==> src/rtl/alu_pkg.sv <==
// Shared opcode, state and one-hot helpers for the ALU issue/capture controller.
package alu_pkg;

    localparam logic [2:0] OP_AND  = 3'd0;
    localparam logic [2:0] OP_OR   = 3'd1;
    localparam logic [2:0] OP_XOR  = 3'd2;
    localparam logic [2:0] OP_NOT  = 3'd3;
    localparam logic [2:0] OP_ADD  = 3'd4;
    localparam logic [2:0] OP_SUB  = 3'd5;
    localparam logic [2:0] OP_MULT = 3'd6;
    localparam logic [2:0] OP_ILL  = 3'd7;

    typedef enum logic [1:0] {
        ST_IDLE = 2'd0,
        ST_EXEC = 2'd1,
        ST_DONE = 2'd2
    } state_t;

    // The illegal opcode has no mux leg, so it maps to an all-zero select.
    function automatic logic [6:0] onehot7(input logic [2:0] op);
        logic [6:0] oh;
        oh = '0;
        if (op != OP_ILL) oh[op] = 1'b1;
        return oh;
    endfunction

endpackage

==> src/rtl/alu_issue_ctrl_if.sv <==
// Request, ALU mux and result signals of the issue controller, with master/slave views.
interface alu_issue_ctrl_if #(parameter int K = 7);

    logic         in_valid;
    logic         in_ready;
    logic [2:0]   in_op;
    logic [K-1:0] in_a;
    logic [K-1:0] in_b;
    logic [K-1:0] opa;
    logic [K-1:0] opb;
    logic [6:0]   sel;
    logic [K-1:0] mux_out;
    logic         out_valid;
    logic         out_ready;
    logic [K-1:0] result;
    logic         err;

    modport slave (
        input  in_valid, in_op, in_a, in_b, mux_out, out_ready,
        output in_ready, opa, opb, sel, out_valid, result, err
    );

    modport master (
        output in_valid, in_op, in_a, in_b, mux_out, out_ready,
        input  in_ready, opa, opb, sel, out_valid, result, err
    );

endinterface

==> src/rtl/alu_op_decode.sv <==
// Combinational opcode decoder: one-hot mux select plus multiply/illegal flags.
module alu_op_decode
    import alu_pkg::*;
(
    input  logic [2:0] op,
    output logic [6:0] sel_oh,
    output logic       is_mult,
    output logic       is_illegal
);

    assign sel_oh     = onehot7(op);
    assign is_mult    = (op == OP_MULT);
    assign is_illegal = (op == OP_ILL);

endmodule

==> src/rtl/alu_issue_ctrl.sv <==
// ALU issue/capture controller: IDLE -> EXEC -> DONE with a multiply hold counter.
// Define ALU_PIPE_EN to accept the next request on the result-handshake edge.
module alu_issue_ctrl
    import alu_pkg::*;
#(
    parameter int K       = 7,
    parameter int MUL_LAT = 4
) (
    input logic             clk,
    input logic             rst_n,
    alu_issue_ctrl_if.slave bus
);

    localparam int CW = $clog2(MUL_LAT) + 1;

    state_t         state_q, state_d;
    logic [CW-1:0]  cnt_q,   cnt_d;
    logic [K-1:0]   opa_q,   opa_d;
    logic [K-1:0]   opb_q,   opb_d;
    logic [6:0]     sel_q,   sel_d;
    logic [K-1:0]   result_q, result_d;
    logic           err_q,   err_d;

    logic [6:0]     dec_sel;
    logic           dec_mult;
    logic           dec_illegal;
    logic           load;

    alu_op_decode u_decode (
        .op         (bus.in_op),
        .sel_oh     (dec_sel),
        .is_mult    (dec_mult),
        .is_illegal (dec_illegal)
    );

    always_comb begin
        // NOTE: every variable gets its hold value first so no path infers a latch.
        state_d  = state_q;
        cnt_d    = cnt_q;
        opa_d    = opa_q;
        opb_d    = opb_q;
        sel_d    = sel_q;
        result_d = result_q;
        err_d    = err_q;
        load     = 1'b0;

        case (state_q)
            ST_IDLE: load = bus.in_valid;
            ST_EXEC: begin
                if (cnt_q != '0) begin
                    cnt_d = cnt_q - CW'(1);
                end else begin
                    result_d = bus.mux_out;
                    err_d    = 1'b0;
                    sel_d    = '0;
                    state_d  = ST_DONE;
                end
            end
            ST_DONE: begin
                if (bus.out_ready) begin
                    state_d = ST_IDLE;
`ifdef ALU_PIPE_EN
                    load    = bus.in_valid;
`endif
                end
            end
            default: state_d = ST_IDLE;
        endcase

        // Illegal ops skip EXEC and report immediately with a zero result.
        if (load) begin
            opa_d = bus.in_a;
            opb_d = bus.in_b;
            if (dec_illegal) begin
                sel_d    = '0;
                result_d = '0;
                err_d    = 1'b1;
                state_d  = ST_DONE;
            end else begin
                sel_d   = dec_sel;
                cnt_d   = dec_mult ? CW'(MUL_LAT - 1) : '0;
                state_d = ST_EXEC;
            end
        end
    end

    // NOTE: sequential state uses non-blocking assignments; async reset clears every flop.
    always_ff @(posedge clk or negedge rst_n) begin
        if (!rst_n) begin
            state_q  <= ST_IDLE;
            cnt_q    <= '0;
            opa_q    <= '0;
            opb_q    <= '0;
            sel_q    <= '0;
            result_q <= '0;
            err_q    <= 1'b0;
        end else begin
            state_q  <= state_d;
            cnt_q    <= cnt_d;
            opa_q    <= opa_d;
            opb_q    <= opb_d;
            sel_q    <= sel_d;
            result_q <= result_d;
            err_q    <= err_d;
        end
    end

`ifdef ALU_PIPE_EN
    assign bus.in_ready = (state_q == ST_IDLE) || ((state_q == ST_DONE) && bus.out_ready);
`else
    assign bus.in_ready = (state_q == ST_IDLE);
`endif
    assign bus.out_valid = (state_q == ST_DONE);
    assign bus.opa       = opa_q;
    assign bus.opb       = opb_q;
    assign bus.sel       = sel_q;
    assign bus.result    = result_q;
    assign bus.err       = err_q;

endmodule

==> src/flat_wrapper.sv <==
// flat-port wrapper written by rule: the top's interface ports become plain ports
module alu_issue_ctrl_flat import alu_pkg::*;
#(
    parameter int K       = 7,
    parameter int MUL_LAT = 4
)
  (clk, rst_n, bus_in_valid, bus_in_op, bus_in_a, bus_in_b, bus_mux_out, bus_out_ready, bus_in_ready, bus_opa, bus_opb, bus_sel, bus_out_valid, bus_result, bus_err);
  alu_issue_ctrl_if #(.K(K)) bus_i ();
  input logic clk;
  input logic rst_n;
  input wire logic [$bits(bus_i.in_valid)-1:0] bus_in_valid;
  input wire logic [$bits(bus_i.in_op)-1:0] bus_in_op;
  input wire logic [$bits(bus_i.in_a)-1:0] bus_in_a;
  input wire logic [$bits(bus_i.in_b)-1:0] bus_in_b;
  input wire logic [$bits(bus_i.mux_out)-1:0] bus_mux_out;
  input wire logic [$bits(bus_i.out_ready)-1:0] bus_out_ready;
  output wire logic [$bits(bus_i.in_ready)-1:0] bus_in_ready;
  output wire logic [$bits(bus_i.opa)-1:0] bus_opa;
  output wire logic [$bits(bus_i.opb)-1:0] bus_opb;
  output wire logic [$bits(bus_i.sel)-1:0] bus_sel;
  output wire logic [$bits(bus_i.out_valid)-1:0] bus_out_valid;
  output wire logic [$bits(bus_i.result)-1:0] bus_result;
  output wire logic [$bits(bus_i.err)-1:0] bus_err;
  assign bus_i.in_valid = bus_in_valid;
  assign bus_i.in_op = bus_in_op;
  assign bus_i.in_a = bus_in_a;
  assign bus_i.in_b = bus_in_b;
  assign bus_i.mux_out = bus_mux_out;
  assign bus_i.out_ready = bus_out_ready;
  assign bus_in_ready = bus_i.in_ready;
  assign bus_opa = bus_i.opa;
  assign bus_opb = bus_i.opb;
  assign bus_sel = bus_i.sel;
  assign bus_out_valid = bus_i.out_valid;
  assign bus_result = bus_i.result;
  assign bus_err = bus_i.err;
  alu_issue_ctrl #(.K(K), .MUL_LAT(MUL_LAT)) u_core (.clk(clk), .rst_n(rst_n), .bus(bus_i));
endmodule
==> config.mk <==
export PLATFORM = sky130hd
export DESIGN_NAME = alu_issue_ctrl_flat
export DESIGN_NICKNAME = d
export VERILOG_FILES = /design/src/rtl/alu_pkg.sv /design/src/rtl/alu_issue_ctrl_if.sv /design/src/rtl/alu_op_decode.sv /design/src/rtl/alu_issue_ctrl.sv /design/src/flat_wrapper.sv
export SDC_FILE = /design/constraint.sdc
export NUM_CORES = 1
export LEC_CHECK = 0
export CAP_MARGIN = 10
export CORE_ASPECT_RATIO = 0.6
export CORE_MARGIN = 2
export CORE_UTILIZATION = 45
export CTS_CLUSTER_SIZE = 20
export DETAILED_ROUTE_END_ITERATION = 7
export PLACE_DENSITY = 0.79
export SYNTH_ARGS = -nofsm -noshare
export SYNTH_HDL_FRONTEND = slang
export SYNTH_SLANG_ARGS = --single-unit
==> constraint.sdc <==
create_clock -name clk -period 4.4 [get_ports clk]
set_clock_uncertainty 0.1 [all_clocks]
set_input_delay 0.66 -clock clk [delete_from_list [all_inputs] [get_ports clk]]
set_output_delay 0.66 -clock clk [all_outputs]
set_load 0.005 [all_outputs]
==> flow_summary.yaml <==
outcome:
  status: "finished clean"
die:
  die_area_um2: 3760
  start_util: 0.462
  num_io_pins: 59
  num_rows: 16
  die_w_um: 77.8
  chipHeight_um: 48.3
  core_area_um2: 3180
worst_hold_path:
  min_path_type: "flip-flop to flip-flop"
clock_network:
  cts_buffer_depth: 2
  holdBufCountCts: 0
  cts.sinks: 34
  h-tree-depth: 2
  ctsResizeCount: 0
  root_buffer: "clkbuf_8"
  cts_tree: "yes"
  clk-insertion-delay-late_ns: 0.28
  cts_buffers: 5
  post_cts_buffers: 0
  clkSlewWorstSetupHoldPaths_ns: 0.06
job:
  max_cap_violations: 0
synth:
  synth_compound_area_frac: 0.0902
  synth_ff_type: "dfrtp_1"
  synth_seq_cells: 34
  ys_seq_area_frac: 0.579
  synth-warning-count: 0
  synth-xor-area-share: 0.00596
  synthCells: 115
  synthAdderAreaFrac: 0.0170
  synth_simple_gate_area_frac: 0.115
  synth_top_family_by_area: "multiplexers"
  syn_area_um2: 1470
  synthDistinctLibCells: 33
  synth_edf_count: 0
  async_flop_share: 1.00
  synth_fp_nets: 145
  synth_area_per_cell_um2: 12.8
  synthMuxAreaShare: 0.155
route:
  detail_route.wl_per_cell_um: 15.1
  drtPass1Iterations: 4
  drc: 0
  drt_iter0_drc: 47
  via_count: 1104
  viasPerCell: 5.00
  finalWirelength_um: 3340
  ant_nets: 0
critical_path:
  cp.depth: 3
  crit_fanout: 7
  critPathArrivalTime_ns: 1.60
  reg2reg_setup_slack_ns: 2.60
  path_buf_inv: 2
  critical-path-top-delay-family: "buffers and inverters"
  worstPathRequired_ns: 3.64
  r2r_cells: 5
  crit_path_cell_trace: "or2b_1 -> inv_1 -> clkdlybuf4s50_1"
  setup.worst_path.end: "bus_out_valid"
  crit_type: "flip-flop to output port"
  critPathLaunchType: "flip-flop"
  crit_start: "u_core.state_q[1]$_DFFE_PN0P_"
  max_stage_delay_ns: 0.50
  cp-end-kind: "output port"
  crit_slowest_cell: "clkdlybuf4s50_1"
  rr_endpoint: "u_core.bus.sel[2]$_DFFE_PN0P_"
  reg2reg_from: "u_core.cnt_q[0]$_DFF_PN0_"
placed_design:
  gp_congestion: 0.785
  dpl_worst_slack_ns: 2.01
  portBuffers: 58
  hpwl_um: 2460
grt:
  met1_usage: 0.243
  antenna_found_initial: 0
  top_usage_layer: "met2"
  gr-usage-all-layers: 0.178
  gr-usage-met3: 0.0463
  grt.overflow.total: 0
  grt_pass1_vias: 1018
  grt_start_max_net_pins: 35
  use_met2: 0.281
  grt_pass1_wl_um: 4960
power:
  irDropWorstVdd_uv: 321
  power.total_mw: 1.38
  p_sw_frac: 0.301
  power_density_nw_per_um2: 635
  internal_power_uw: 967
  switchingPower_uw: 416
  clockPowerShare: 0.169
  p_leak_nw: 0.928
  p_comb_frac: 0.439
  p_seq_frac: 0.392
finish:
  area_growth_pct: 48.0
  antenna_cells: 0
  finish.utilization: 0.684
  mostFrequentLayoutCell: "clkdlybuf4s50_1"
  nets: 205
  drive_gt1_frac: 0.165
  layout_common_cells: "clkdlybuf4s50_1, dfrtp_1, mux2_2, nor2_1, mux2i_1"
timing:
  slew_violations: 0
  fin_ws_ns: 2.04
  relSlewSlack: 0.674
  rsz0062_at_grt: "no"
  post-route-period-util: 0.537
  fin_crit_ns: 2.36
  finalHoldViolCount: 0
  final-setup-viol-count: 0
  worst_pin_slew_ns: 0.487
  final.setup.tns_ns: 0
  max_freq_mhz: 423
worst reg2reg max path, stage by stage, from the launching register on:
cell and delay (ns):
dfrtp_1 0.36, inv_1 0.07, ha_1 0.20, and4bb_2 0.35, nor2_1 0.42, a22o_2 0.23
layer usage:
layer  vias up  part of all wire
met5         -                 0
met3         4             0.045
met1       550              0.46
met2        24              0.48
li1        526                 -
met4         0             0.010
state kept, by name (all words and copies together), names as in the netlist:
register	cells
u_core.bus.err	1
u_core.bus.result	7
u_core.bus.opa	7
u_core.state_q	2
u_core.bus.opb	7
u_core.cnt_q	3
u_core.bus.sel	7
power by group through the flow:
stage,Combinational [mW],Clock (mW),Sequential [mW]
floorplan,0.268,0,0.542
finish,0.607,0.233,0.542
global route,0.664,0.258,0.558
detailed placement,0.614,0,0.545
global placement,0.594,0,0.538
CTS,0.616,0.241,0.542
synth_stat cells (3+ instances only):
cell type	number	area, µm²
dfrtp_1	34	851
inv_1	5	18.8
nor2_1	12	45.0
mux2_2	14	158
buf_2	3	15.0
a32o_1	3	30.0
a22o_2	4	40.0
mux2i_1	7	70.1
cells by family after synthesis:
kind of cell | after synthesis
XOR/XNOR | 1
buffers and inverters | 12
AO/OA/AOI/OAI | 16
AND/OR/NAND/NOR | 29
multiplexers | 21
flip-flops | 34
adder cells (fa/ha/maj) | 2
through the flow:
stage	area (µm²)	std cells	hold slack, ns
finish	2180	221	0.398
global route	2180	221	0.430
CTS	2180	221	0.406
detailed placement	2080	213	0.386
global placement	2080	213	0.391
floorplan	1470	115	0.264
worst min path at each step:
stage | from | end | slack (ns) | cells past startpoint
detailed placement | u_core.bus.sel[3]$_DFFE_PN0P_ | u_core.bus.sel[3]$_DFFE_PN0P_ | 0.39 | 1
finish | u_core.bus.sel[3]$_DFFE_PN0P_ | u_core.bus.sel[3]$_DFFE_PN0P_ | 0.40 | 1
global route | u_core.bus.sel[6]$_DFFE_PN0P_ | u_core.bus.sel[6]$_DFFE_PN0P_ | 0.43 | 1
CTS | u_core.bus.sel[3]$_DFFE_PN0P_ | u_core.bus.sel[3]$_DFFE_PN0P_ | 0.41 | 1
floorplan | rst_n | u_core.bus.err$_DFF_PN0_ | 0.26 | 0
global placement | u_core.bus.sel[3]$_DFFE_PN0P_ | u_core.bus.sel[3]$_DFFE_PN0P_ | 0.39 | 1
cell type report:
type | count | area [µm²]
Tap cell | 45 | 56.3
Multi-Input combinational cell | 69 | 563
Clock buffer | 7 | 86.3
Sequential cell | 34 | 851
Inverter | 5 | 18.8
Timing Repair Buffer | 60 | 596
Clock inverter | 1 | 5.00
Fill cell | 232 | 1010
Note: power is estimated with default switching activity, not from simulation.
